==> config.mk <==
export PLATFORM = sky130hd
export DESIGN_NAME = clk_div_mux
export DESIGN_NICKNAME = d
export VERILOG_FILES = /design/src/rtl/clk_div_mux.sv
export SDC_FILE = /design/constraint.sdc
export NUM_CORES = 1
export LEC_CHECK = 0
export ABC_AREA = 1
export BUFFER_PORTS_ARGS = -buffer_cell sky130_fd_sc_hd__buf_2
export CAP_MARGIN = 10
export CORE_MARGIN = 3
export CORE_UTILIZATION = 45
export CTS_CLUSTER_SIZE = 40
export DETAILED_ROUTE_END_ITERATION = 7
export PLACE_DENSITY = 0.75
export SYNTH_ARGS = -nofsm -noshare
export SYNTH_HDL_FRONTEND = slang
export SYNTH_SLANG_ARGS = --single-unit
==> constraint.sdc <==
create_clock -name clk -period 1.6 [get_ports clk]
set_input_delay 0.16 -clock clk [delete_from_list [all_inputs] [get_ports clk]]
set_output_delay 0.16 -clock clk [all_outputs]
set_load 0.02 [all_outputs]
==> src/rtl/clk_div_mux.sv <==
//==============================================================================
// clk_div_mux : glitch-free selectable power-of-two clock divider
// Rev 1.0     : initial release
//==============================================================================
`default_nettype none

module clk_div_mux #(
  parameter  int DIV_LOG2_MAX = 4,
  parameter  int RESET_SEL    = 0,
  parameter  int RESET_EN     = 1,
  localparam int SEL_W        = (DIV_LOG2_MAX > 1) ? $clog2(DIV_LOG2_MAX) : 1
) (
  input  logic             clk,
  input  logic             arst_n,
  input  logic             req_valid,
  input  logic [SEL_W-1:0] req_sel,
  input  logic             req_en,
  output logic             req_ready,
  output logic             req_err,
  output logic [SEL_W-1:0] cur_sel,
  output logic             cur_en,
  output logic             sw_done,
  output logic             out_clk,
  output logic             out_ce
);

  localparam logic [31:0] C_NRATIO = 32'(DIV_LOG2_MAX);

  typedef enum logic {
    S_IDLE = 1'b0,
    S_PEND = 1'b1
  } state_t;

  state_t                  state_q, state_d;
  logic [DIV_LOG2_MAX-1:0] cnt_q, cnt_d;
  logic [SEL_W-1:0]        sel_q, sel_d, pend_sel_q, pend_sel_d;
  logic                    en_q, en_d, pend_en_q, pend_en_d;
  logic                    clk_q, clk_d, ce_q, ce_d;
  logic                    err_q, err_d, done_q, done_d;
  logic                    wrap, in_range, phase_bit, phase_zero;

  // A select field wide enough to encode every ratio can never be out of range.
  generate
    if ((1 << SEL_W) > DIV_LOG2_MAX) begin : g_range_chk
      assign in_range = (32'(req_sel) < C_NRATIO);
    end else begin : g_range_all
      assign in_range = 1'b1;
    end
  endgenerate

  assign wrap = &cnt_q;

  always_comb begin
    cnt_d      = cnt_q + DIV_LOG2_MAX'(1);
    state_d    = state_q;
    sel_d      = sel_q;
    en_d       = en_q;
    pend_sel_d = pend_sel_q;
    pend_en_d  = pend_en_q;
    err_d      = 1'b0;
    done_d     = 1'b0;
    case (state_q)
      S_IDLE: begin
        if (req_valid) begin
          if (in_range) begin
            pend_sel_d = req_sel;
            pend_en_d  = req_en;
            state_d    = S_PEND;
          end else begin
            err_d = 1'b1;
          end
        end
      end
      S_PEND: begin
        if (wrap) begin
          sel_d   = pend_sel_q;
          en_d    = pend_en_q;
          done_d  = 1'b1;
          state_d = S_IDLE;
        end
      end
      default: state_d = S_IDLE;
    endcase

    // Output phase is taken from the post-edge counter and settings, so the
    // switch edge already drives the new ratio.
    phase_bit  = 1'b0;
    phase_zero = 1'b1;
    for (int unsigned i = 0; i < C_NRATIO; i++) begin
      if (i == 32'(sel_d)) phase_bit = cnt_d[i];
      if ((i <= 32'(sel_d)) && cnt_d[i]) phase_zero = 1'b0;
    end
    clk_d = en_d & ~phase_bit;
    ce_d  = en_d & phase_zero;
  end

  always_ff @(posedge clk or negedge arst_n) begin
    if (!arst_n) begin
      state_q    <= S_IDLE;
      cnt_q      <= '1;
      sel_q      <= SEL_W'(RESET_SEL);
      en_q       <= (RESET_EN != 0);
      pend_sel_q <= '0;
      pend_en_q  <= 1'b0;
      clk_q      <= 1'b0;
      ce_q       <= 1'b0;
      err_q      <= 1'b0;
      done_q     <= 1'b0;
    end else begin
      state_q    <= state_d;
      cnt_q      <= cnt_d;
      sel_q      <= sel_d;
      en_q       <= en_d;
      pend_sel_q <= pend_sel_d;
      pend_en_q  <= pend_en_d;
      clk_q      <= clk_d;
      ce_q       <= ce_d;
      err_q      <= err_d;
      done_q     <= done_d;
    end
  end

  assign req_ready = (state_q == S_IDLE);
  assign req_err   = err_q;
  assign cur_sel   = sel_q;
  assign cur_en    = en_q;
  assign sw_done   = done_q;
  assign out_clk   = clk_q;
  assign out_ce    = ce_q;

endmodule

`default_nettype wire

# Yosys cells after proc, flatten, opt, wreduce, memory -nomap -nowiden
# Cells that the tools add are included.
# word_totals
input_bits,6
word_cells,43
out_inout_bits,8
register_bits,14
# op_classes
reduce_logical,6
addsub,1
n_bitwise,4
mux,17
order_cmp,3
eq_ne,3
# op_table
operator,count
two-way mux 1 bit,14
"adder 4 x 1 -> 4 bit, second input constant",1
"== test 2 bit, first input constant",2
"less-or-equal comparator 2 bit, first input constant",2
two-way mux 2 bit,2
AND reduction 4 bit,1
logical AND 1 bit,3
bitwise AND 1 bit,2
"== test 1 x 2 -> 1 bit, first input constant",1
"less-or-equal comparator 1 x 2 -> 1 bit, first input constant",1
zero test 2 bit,1
inverter 1 bit,2
case mux 1 bit (2 select lines),1
AND reduction 2 bit,1

# Depth between registers and ports, before layout
# Gate-level depths: netlist of run 1.
# depth
word_depth,10
ltp_mapped,9
ltp_nobuf,9

# Worst setup path after synthesis of run 1
# No wires, ideal clock.
# synth_timing
kind,register to register
startpoint,register cnt_q[0]
endpoint,"register clk_q, in the netlist out_clk"
stages_incl_launch_ff,9
slack_ps,127
setup_time_ps,115
period_less_slack_ps,1473
t_arrival_ps,1358
n_path_buf,0
required_time_ps,1485
cell_sequence,dfstp_2 ha_1 nand2_4 nor2_8 nand2_4 nand2_4 nand4_1 nand2_2 nor2_2
# synth_between
elab_chain_len,10
elab_cells_between_ends,16
cone_classes,1 x add/sub; 3 x eq/ne; 8 x mux; 2 x bitwise; 2 x reduce/logical
# synth_rtl
item,line,text
start: declaration,35,"logic [DIV_LOG2_MAX-1:0] cnt_q, cnt_d;"
start signal: assignment,111,cnt_q <= cnt_d;
AND reduction 4 bit *,51,assign wrap = &cnt_q;
two-way mux 2 bit *,75,if (wrap) begin
two-way mux 2 bit *,62,case (state_q)
via sel_d[0],36,"logic [SEL_W-1:0] sel_q, sel_d, pend_sel_q, pend_sel_d;"
zero test 2 bit,90,if (i == 32'(sel_d)) phase_bit = cnt_d[i];
two-way mux 1 bit (3 in a row),90,
two-way mux 1 bit *,90,
inverter 1 bit *,93,clk_d = en_d & ~phase_bit;
bitwise AND 1 bit *,93,
via clk_d,38,"logic clk_q, clk_d, ce_q, ce_d;"
end signal: assignment,116,clk_q <= clk_d;
end: declaration,38,
# The timed path passes the listed nets; every way through them passes the cells marked *.
# A chain may end at the register's enable or synchronous reset.

# Worst setup path in the final report of run 1
# layout_timing
startpoint,register cnt_q[0]
endpoint,"register ce_q, in the netlist out_ce"
# layout_between
elab_chain_len,9
elab_cells_between_ends,17
cone_classes,1 x add/sub; 3 x order compare; 8 x mux; 1 x bitwise; 4 x reduce/logical
# layout_rtl
item,line,text
AND reduction 4 bit *,51,
two-way mux 2 bit *,75,
two-way mux 2 bit *,62,
via sel_d[1],36,
less-or-equal comparator 1 x 2 -> 1 bit,91,if ((i <= 32'(sel_d)) && cnt_d[i]) phase_zero = 1'b0;
logical AND 1 bit,91,
two-way mux 1 bit (2 in a row),91,
two-way mux 1 bit *,91,
bitwise AND 1 bit *,94,ce_d = en_d & phase_zero;
via ce_d,38,
end signal: assignment,106,ce_q <= 1'b0;
end signal: assignment,117,ce_q <= ce_d;
end: declaration,38,
# Marks and branches as above.

==> reports/metrics.cfg, run 1 <==
[outcome]
status = complete, no violations

[setup_path]
required_ns = 1.78
worstPathMaxFanout = 6
critPathKind = flip-flop to flip-flop
crit_path_frequent_cell = nand2_4
crit_path_start = cnt_q[0]$_DFF_PN1_
reg2reg_depth = 8
slowest_delay_ns = 0.54
r2r-start = cnt_q[0]$_DFF_PN1_
worstPathCellList = ha_2 > nand2_4 > nor2_8 > nand2_4 > nand2_4 > nand3_2 > nand2_2 > nor2_2
startpoint_type = flip-flop
critical_path.slowest_cell = dfstp_2
cp.arrival_ns = 1.68
crit_end = out_ce$_DFF_PN0_
reg2reg_to = out_ce$_DFF_PN0_
r2r_slack_ns = 0.10
cp-end-kind = flip-flop

[floorplan]
rows = 13
core_area_mm2 = 0.00135
die_x_um = 44.7
ios = 14
start_util_pct = 50.0
die-area_mm2 = 0.00200
die_y_um = 44.7

[synthesis]
ys_async_sr_fraction_pct = 100
avgSynthCellArea_um2 = 11.6
yosysWarningCount = 0
synth_seq_cells = 14
synth-seq-area-share_pct = 52.9
synth_area_leader_cell = dfrtp_1
synth_commonest_cells = dfrtp_1, nand2_4, dfstp_2
synth_edf_count = 0
synth_fp_nets = 65
ys_types = 22
synth_top_cell_area_share_pct = 33.4
synth.most_common_cell = dfrtp_1
syn-cell-area_um2 = 674
synthCells = 58
synth_area_leaders = dfrtp_1, dfstp_2, nand2_4
ys.flop_type = dfrtp_1

[power]
p_int_mw = 0.577
p_per_area_mw_per_mm2 = 982
switching_share_pct = 27.4
power_frac_seq_pct = 50.7
peakVddDrop_v = 0.000508
p_comb_share_pct = 18.0
clockPowerShare_pct = 31.3
p_leak_nw = 0.435
power.switching_mw = 0.218

[detailed_routing]
vias = 444
wl_per_cell_um = 12.2
dr.pass1.iters = 2
drt-total-wl_mm = 1.10
vias_per_cell = 4.93
drt_iter0_drc = 4
drc_errors = 0
ant_nets = 0

[timing]
grt_setup_unrepaired = false
drv_slew = 0
fmax_mhz = 668
setup_viol = 0
totalNegativeSetupSlack_ns = 0
final_hold_viol_count = 0
finalCritPeriodShare_pct = 93.6
skew_ns = 0.00462
layout_min_cycle_time_ns = 1.50

[place]
port_buffers = 12
routabilityCongestion = 0.699
place_inst = 85
dp_hpwl_um = 874

[global_routing]
grt_antenna_before_repair = 0
grt_pass1_wl_mm = 1.92
track_usage_pct = 14.0
grt_max_degree = 15
grt_overflow = 0
grt_pass1_vias = 456

[cts]
clkLatencyLatePin_ns = 0.28
cts_max_level = 1
cts.sinks = 14
cts_root_buf = clkbuf_4
cts_made_buffers = 3
tritoncts = done
cts.path.max_buffers = 2
clk_pin_slew_ns = 0.08

[finish]
nFillCells = 105
syn2layout_area_growth_pct = 20.0
nets = 83
multi_input_area_um2 = 302
drive_gt1_share_pct = 57.3
final_cells = 90
diodes = 0
register_area_um2 = 357

[job]
cap_violations = 0

[min_path]
hold_class = primary input to flip-flop

power by group through the flow:
| stage | logic [mW] | registers, mW | clock network [mW] |
|---|---|---|---|
| final | 0.143 | 0.403 | 0.249 |
| after CTS | 0.143 | 0.403 | 0.261 |
| after detailed placement | 0.141 | 0.409 | 0 |
| after global routing | 0.158 | 0.407 | 0.268 |
| after floorplan | 0.0792 | 0.429 | 0 |
| after global placement | 0.137 | 0.407 | 0 |
layout by cell type (no fill, tap or decap):
cell type and instances:
nand3_1 4, clkbuf_8 1, dfrtp_1 9, xnor2_1 2
clkbuf_4 3, o21ai_0 1, nand2_1 4, nand2_4 6
dfstp_2 5, o21ai_2 2, o21bai_1 1, nand2_2 3
nor2_2 2, inv_1 4, conb_1 1, ha_2 1
mux2_2 2, nand4_1 1, o21ai_4 1, dlygate4sd3_1 1
a21oi_1 1, nor2_8 1, inv_2 1, nand3_2 2
buf_2 12, nor2_1 3, buf_4 1
routing by layer:
| metal | wire length [µm] | track usage, % | vias to the layer above |
|---|---|---|---|
| li1 | - | - | 223 |
| met1 | 486 | 15.2 | 212 |
| met2 | 559 | 23.2 | 7 |
| met3 | 36 | 3.59 | 2 |
| met4 | 17 | 10.8 | 0 |
| met5 | 0 | 0 | - |
worst max-delay path: cells and delay by family, from the launching register on:
kind | cells | cell delay (ns)
DFF | 1 | 0.54
adders and majority gates | 1 | 0.21
and+or+nand+nor | 7 | 0.64
repair_timing:
| item | in CTS | in global routing |
|---|---|---|
| setup endpoints to repair | 0 | 2 |
| resized for setup | 0 | 2 |
| buffers inserted | 0 | 0 |
| hold buffers | 1 | 0 |
| endpoints found under the hold margin | 9 | 0 |
cell type report:
class                      count  share of cell area (%)
tap                           15                    2.32
clock buffer                   4                    4.48
multi-input combinational     38                    37.2
sequential                    14                    44.0
inverter                       5                    2.32
timing repair buffer          14                    9.58
through the flow:
stage / power [mW] / instance area, µm² / hold WS [ns] / utilization, % / setup WS, ns
2_1_floorplan: 0.508 / 674 / -0.136 / - / 0.127
3_3_place_gp: 0.545 / 753 / 0.0650 / 55.8 / 0.0854
3_5_place_dp: 0.551 / 753 / 0.0653 / 55.8 / 0.0609
4_1_cts: 0.806 / 800 / 0.110 / 59.2 / 0.0479
5_1_grt: 0.833 / 810 / 0.115 / 60.0 / 0.0131
6_report: 0.795 / 810 / 0.115 / 60.0 / 0.103
worst min path at each step:
stage / from / end / slack (ns) / cells past startpoint
after floorplan: arst_n / cur_sel[0]$_DFF_PN0_ / -0.14 / 0
after global placement: arst_n / out_ce$_DFF_PN0_ / 0.06 / 1
after detailed placement: arst_n / out_clk$_DFF_PN0_ / 0.07 / 1
after CTS: req_en / pend_en_q$_DFFE_PN0P_ / 0.11 / 2
after global routing: req_en / pend_en_q$_DFFE_PN0P_ / 0.11 / 2
final: req_en / pend_en_q$_DFFE_PN0P_ / 0.12 / 2
registers in the layout, summed over array words and instances (netlist names):
name        count
out_clk         1
cur_sel         2
cnt_q           4
state_q         1
pend_sel_q      2
cur_en          1
pend_en_q       1
sw_done         1
out_ce          1
cells by family (layout without fill, tap and decap cells):
family	count (synthesis)	in the layout	synth area share, %
multiplexers	2	2	3.34
adder cells (fa/ha/maj)	1	1	1.85
buffers and inverters	6	23	3.90
AO/OA/AOI/OAI	6	6	6.49
XOR/XNOR	2	2	2.60
other	1	1	0.556
AND/OR/NAND/NOR	26	26	28.4
flip-flops	14	14	52.9
(Power assumes the default switching activity.)
==> run 2: changes to the inputs <==
--- a/config.mk
+++ b/config.mk
@@ -13,6 +13,7 @@
 export CTS_CLUSTER_SIZE = 40
 export DETAILED_ROUTE_END_ITERATION = 7
 export PLACE_DENSITY = 0.75
+export REMOVE_ABC_BUFFERS = 1
 export SYNTH_ARGS = -nofsm -noshare
 export SYNTH_HDL_FRONTEND = slang
 export SYNTH_SLANG_ARGS = --single-unit
==> run 2 against run 1 <==
Effect of this change:
- flip-flop and latch count did not move
- routed wire length shrank 0.91%
- via count did not move
- critical path type unchanged
- largest cell class unchanged
- largest power group unchanged
==> reports/metrics.cfg, run 2 (synthesis results as in run 1) <==
[outcome]
status = complete, no violations

[finish]
drive_gt1_share_pct = 57.3  ; unchanged
final_cells = 90  ; unchanged
layout_common_cells = buf_2, dfrtp_1, nand2_4
final_common_cell = buf_2
post-route-util_pct = 59.4  ; -0.56 points
syn2layout_area_growth_pct = 18.9
largest_reg_flops = 4  ; unchanged
final_area_um2 = 802  ; -0.93%
top_register = cnt_q
nFillCells = 125  ; +19%
nets = 83  ; unchanged
diodes = 0  ; unchanged

[place]
routabilityCongestion = 0.712  ; +1.8%
dp_hpwl_um = 862  ; -1.4%
placedInstanceArea_um2 = 753  ; unchanged
port_buffers = 12  ; unchanged
place_inst = 85  ; unchanged

[detailed_routing]
drt-total-wl_mm = 1.09  ; -0.91%
drc_errors = 0  ; unchanged
ant_nets = 0  ; unchanged
wl_met3_um = 35  ; -2.8%
wl_met2_um = 558  ; -0.18%
drt_iter0_drc = 6  ; +2
wl_met1_um = 453  ; -6.8%
routed.top_layer = met4
wl_per_cell_um = 12.1  ; -0.91%
dr.pass1.iters = 4  ; +2
vias_per_cell = 4.93  ; unchanged
vias = 444  ; unchanged

[power]
clockPowerShare_pct = 31.5  ; +0.2 points
power_frac_seq_pct = 50.8  ; about the same
p_comb_share_pct = 17.7  ; -0.3 points
peakVddDrop_v = 0.000436  ; -14%
p_per_area_mw_per_mm2 = 987  ; +0.51%
p_leak_nw = 0.434  ; -0.21%
switching_share_pct = 27.3  ; -0.092 points
power.switching_mw = 0.216  ; -0.75%
p_int_mw = 0.575  ; -0.29%

[min_path]
hold_depth = 2  ; unchanged
worstHoldStart = req_en
hold_end = pend_en_q$_DFFE_PN0P_
hold_class = primary input to flip-flop

[global_routing]
track_usage_pct = 14.4  ; +0.33 points
grt_overflow = 0  ; unchanged
grt_pass1_wl_mm = 1.97  ; +2.5%
grt_antenna_before_repair = 0  ; unchanged
grt_pass1_vias = 468  ; +2.6%
grt_max_degree = 15  ; unchanged

[cts]
cts_root_buf = clkbuf_4
tritoncts = done
cts.path.max_buffers = 2  ; unchanged
clk_pin_slew_ns = 0.08  ; about the same
clkLatencyLatePin_ns = 0.28  ; about the same
cts_made_buffers = 3  ; unchanged
cts.sinks = 14  ; unchanged
cts_setup_buffers = 0  ; unchanged
cts_max_level = 1  ; unchanged

[timing]
grt_setup_unrepaired = false
fmax_mhz = 674  ; +0.86%
setup_viol = 0  ; unchanged
drv_slew = 0  ; unchanged
layout_min_cycle_time_ns = 1.48  ; -0.0127 ns
final_hold_viol_count = 0  ; unchanged
totalNegativeSetupSlack_ns = 0  ; unchanged
finalCritPeriodShare_pct = 92.8  ; -0.80 points
whs_ns = 0.110  ; -0.00514 ns
skew_ns = 0.000565  ; -0.00406 ns

[setup_path]
r2r-start = cnt_q[0]$_DFF_PN1_
reg2reg_depth = 7  ; -1
required_ns = 1.82  ; +0.04 ns
reg2reg_to = out_ce$_DFF_PN0_
cp-end-kind = flip-flop
worstPathMaxFanout = 5  ; -1
cp.arrival_ns = 1.70  ; +0.02 ns
r2r_slack_ns = 0.12  ; about the same
critPathKind = flip-flop to flip-flop
startpoint_type = flip-flop

[floorplan]
die_x_um = 44.7  ; unchanged
core_area_mm2 = 0.00135  ; unchanged
ios = 14  ; unchanged
start_util_pct = 50.0  ; unchanged
die-area_mm2 = 0.00200  ; unchanged
die_y_um = 44.7  ; unchanged
rows = 13  ; unchanged

[job]
cap_violations = 0  ; unchanged

-- run 2: cell types whose count changed in the layout (fill, tap and decap cells not counted) --
cell     previous run  this run
o21ai_2             2         3
o21ai_4             1         0
-- run 2: worst max-delay path by stage --
| stage | from | end | slack, ns | cells after the start |
|---|---|---|---|---|
| after floorplan | cnt_q[0]$_DFF_PN1_ | out_clk$_DFF_PN0_ | 0.13 | 8 |
| after global placement | cnt_q[0]$_DFF_PN1_ | out_ce$_DFF_PN0_ | 0.09 | 8 |
| after detailed placement | cnt_q[0]$_DFF_PN1_ | out_ce$_DFF_PN0_ | 0.05 | 8 |
| after CTS | cnt_q[0]$_DFF_PN1_ | out_ce$_DFF_PN0_ | 0.03 | 8 |
| after global routing | cnt_q[0]$_DFF_PN1_ | out_clk$_DFF_PN0_ | 0.004 | 7 |
| final | cnt_q[0]$_DFF_PN1_ | out_ce$_DFF_PN0_ | 0.12 | 7 |
-- run 2: area by class of cell --
| class | count | area [µm²] | area share [%] |
|---|---|---|---|
| sequential | 14 | 357 | 44.5 |
| multi-input combinational | 38 | 294 | 36.7 |
| timing repair buffer | 14 | 77.6 | 9.67 |
| clock buffer | 4 | 36.3 | 4.52 |
| inverter | 5 | 18.8 | 2.34 |
| tap | 15 | 18.8 | 2.34 |
-- run 2: power by group through the flow --
stage | sequential, mW | clock [mW] | combinational, mW
final | 0.402 | 0.249 | 0.141
after global routing | 0.405 | 0.274 | 0.156
after CTS | 0.402 | 0.257 | 0.142
after detailed placement | 0.409 | 0 | 0.140
after global placement | 0.407 | 0 | 0.137
after floorplan | 0.429 | 0 | 0.0773
-- run 2: worst max-delay path, cell delays in order, from the launching register on --
cell	delay [ns]
dfstp_2	0.54
ha_2	0.21
nand2_4	0.10
o21ai_2	0.24
nand2_4	0.08
nand3_2	0.08
nand2_2	0.07
nor2_2	0.09
-- run 2: repair_timing --
| action | 4_1_cts | 5_1_grt |
|---|---|---|
| hold buffers | 1 | 0 |
| setup endpoints to repair | 0 | 2 |
| gates resized for setup | 0 | 1 |
| hold endpoints to repair | 9 | 0 |
-- run 2: per-layer routing --
metal | track usage [%] | vias up
li1 | - | 220
met1 | 15.2 | 209
met2 | 23.5 | 11
met3 | 3.59 | 4
met4 | 12.7 | 0
met5 | 0 | -
-- run 2: metrics by stage --
| stage | power, mW | worst slack [ns] |
|---|---|---|
| finish | 0.792 | 0.116 |
| global route | 0.835 | 0.00390 |
| CTS | 0.802 | 0.0303 |
| detailed placement | 0.549 | 0.0541 |
| global placement | 0.544 | 0.0898 |
| floorplan | 0.506 | 0.127 |
==> run 3: changes to the inputs <==
--- a/config.mk
+++ b/config.mk
@@ -7,9 +7,9 @@
 export LEC_CHECK = 0
 export ABC_AREA = 1
 export BUFFER_PORTS_ARGS = -buffer_cell sky130_fd_sc_hd__buf_2
-export CAP_MARGIN = 10
 export CORE_MARGIN = 3
 export CORE_UTILIZATION = 45
+export CTS_BUF_LIST = sky130_fd_sc_hd__clkbuf_4
 export CTS_CLUSTER_SIZE = 40
 export DETAILED_ROUTE_END_ITERATION = 7
 export PLACE_DENSITY = 0.75
==> run 3 against run 2 <==
Effect of this change:
- critical path depth unchanged
- total power is 5.9% lower
- first-iteration DRC count fell by 17%
- non-clock buffer count unchanged
- critical path type unchanged
==> reports/metrics.cfg, run 3 (synthesis results as in run 1) <==
[outcome]
status = complete, no violations

[finish]
syn2layout_area_growth_pct = 17.4
top_register = cnt_q
final_common_cell = buf_2
final_cells = 90  ; unchanged
diodes = 0  ; unchanged
largest_reg_flops = 4  ; unchanged
layout_common_cells = buf_2, dfrtp_1, nand2_4
drive_gt1_share_pct = 56.0  ; -1.3 points
nets = 83  ; unchanged

[global_routing]
grt_pass1_vias = 468  ; unchanged
track_usage_pct = 14.8  ; +0.42 points
grt_antenna_before_repair = 0  ; unchanged
gr-usage-met3_pct = 4.78  ; +1.2 points
grt_util_met1_pct = 15.4  ; +0.25 points
grt-busiest-layer = met2
grt_pass1_wl_mm = 2.01  ; +2.1%
grt_use_met2_pct = 23.8  ; +0.29 points
grt_overflow = 0  ; unchanged
grt_max_degree = 15  ; unchanged

[detailed_routing]
drt_iter0_drc = 5  ; -1
ant_nets = 0  ; unchanged
dr.pass1.iters = 4  ; unchanged
vias_per_cell = 4.93  ; unchanged
vias = 444  ; unchanged
wl_per_cell_um = 12.0  ; -0.64%
drc_errors = 0  ; unchanged
drt-total-wl_mm = 1.08  ; -0.64%

[setup_path]
worstPathMaxFanout = 5  ; unchanged
cp-end-kind = flip-flop
r2r-start = cnt_q[0]$_DFF_PN1_
startpoint_type = flip-flop
required_ns = 1.82  ; about the same
crit_path_start = cnt_q[0]$_DFF_PN1_
critPathKind = flip-flop to flip-flop
cp.arrival_ns = 1.70  ; about the same
r2r_slack_ns = 0.12  ; about the same
reg2reg_to = out_ce$_DFF_PN0_
crit_end = out_ce$_DFF_PN0_
reg2reg_depth = 7  ; unchanged

[floorplan]
die-area_mm2 = 0.00200  ; unchanged
die_y_um = 44.7  ; unchanged
core_area_mm2 = 0.00135  ; unchanged
ios = 14  ; unchanged
die_x_um = 44.7  ; unchanged
rows = 13  ; unchanged
start_util_pct = 50.0  ; unchanged

[place]
dp_hpwl_um = 862  ; unchanged
place_inst = 85  ; unchanged
port_buffers = 12  ; unchanged
routabilityCongestion = 0.712  ; unchanged
preCtsSetupSlack_ns = 0.0541  ; unchanged

[cts]
tritoncts = done
clkLatencyLatePin_ns = 0.28  ; about the same
cts_max_level = 1  ; unchanged
cts_setup_buffers = 0  ; unchanged
cts_root_buf = clkbuf_4
cts.sinks = 14  ; unchanged
clk_pin_slew_ns = 0.08  ; about the same
cts_made_buffers = 3  ; unchanged
cts.path.max_buffers = 2  ; unchanged

[timing]
grt_setup_unrepaired = false
setup_viol = 0  ; unchanged
drv_slew = 0  ; unchanged
skew_ns = 0.00129  ; +0.000722 ns
final_hold_viol_count = 0  ; unchanged
whs_ns = 0.110  ; -0.000509 ns
totalNegativeSetupSlack_ns = 0  ; unchanged
finalCritPeriodShare_pct = 92.6  ; -0.15 points
fmax_mhz = 675  ; +0.17%
fin_ws_ns = 0.118  ; +0.00247 ns
layout_min_cycle_time_ns = 1.48  ; -0.00247 ns

[power]
peakVddDrop_v = 0.000437  ; +0.18%
p_per_area_mw_per_mm2 = 941  ; -4.7%
p_total_mw = 0.745  ; -5.9%
p_leak_nw = 0.429  ; -1.3%

[job]
cap_violations = 0  ; unchanged

[min_path]
hold_class = primary input to flip-flop
hold_depth = 2  ; unchanged

==> run 3: cell types whose count changed in the layout (fill, tap and decap cells not counted) <==
cell | before | now
clkinv_1 | 0 | 1
clkbuf_8 | 1 | 0
==> run 3: what timing repair did <==
| item | CTS | global route |
|---|---|---|
| hold endpoints to repair | 9 | 0 |
| hold buffers | 1 | 0 |
| gates resized for setup | 0 | 1 |
| endpoints found under the setup margin | 0 | 2 |
==> run 3: stage by stage <==
stage	utilization [%]	cell area (µm²)
floorplan	-	667
global placement	55.8	753
detailed placement	55.8	753
CTS	58.5	790
global route	58.7	792
finish	58.7	792
==> run 3: critical path, cell delays in order (launching register included) <==
cell and delay (ns):
dfstp_2 0.54, ha_2 0.21, nand2_4 0.10, o21ai_2 0.24, nand2_4 0.09, nand3_2 0.08
nand2_2 0.07, nor2_2 0.09
==> run 3: routing by layer <==
layer,up-vias,routed length [µm]
li1,219,-
met1,210,437
met2,11,569
met3,4,34
met4,0,41
met5,-,0
==> run 3: final cells by class <==
type / instances / area, µm²
fillers: 127 / 558
multi-input cells: 38 / 294
well taps: 15 / 18.8
flip-flops and latches: 14 / 357
clock inverters: 1 / 3.75
inverters: 5 / 18.8
repair buffers: 14 / 77.6
clock buffers: 3 / 22.5
==> run 3: worst min-delay path by stage <==
stage	from	to	slack [ns]
2_1_floorplan	arst_n	cur_sel[0]$_DFF_PN0_	-0.14
3_3_place_gp	arst_n	out_ce$_DFF_PN0_	0.06
3_5_place_dp	arst_n	out_ce$_DFF_PN0_	0.06
4_1_cts	req_en	pend_en_q$_DFFE_PN0P_	0.11
5_1_grt	req_en	pend_en_q$_DFFE_PN0P_	0.09
6_report	req_en	pend_en_q$_DFFE_PN0P_	0.11
==> run 3: where the power goes <==
group / switching [mW] / leakage [nW] / internal [mW]
registers: 0.0179 / 0.161 / 0.384
logic: 0.0881 / 0.252 / 0.0528
clock network: 0.112 / 0.0154 / 0.0904
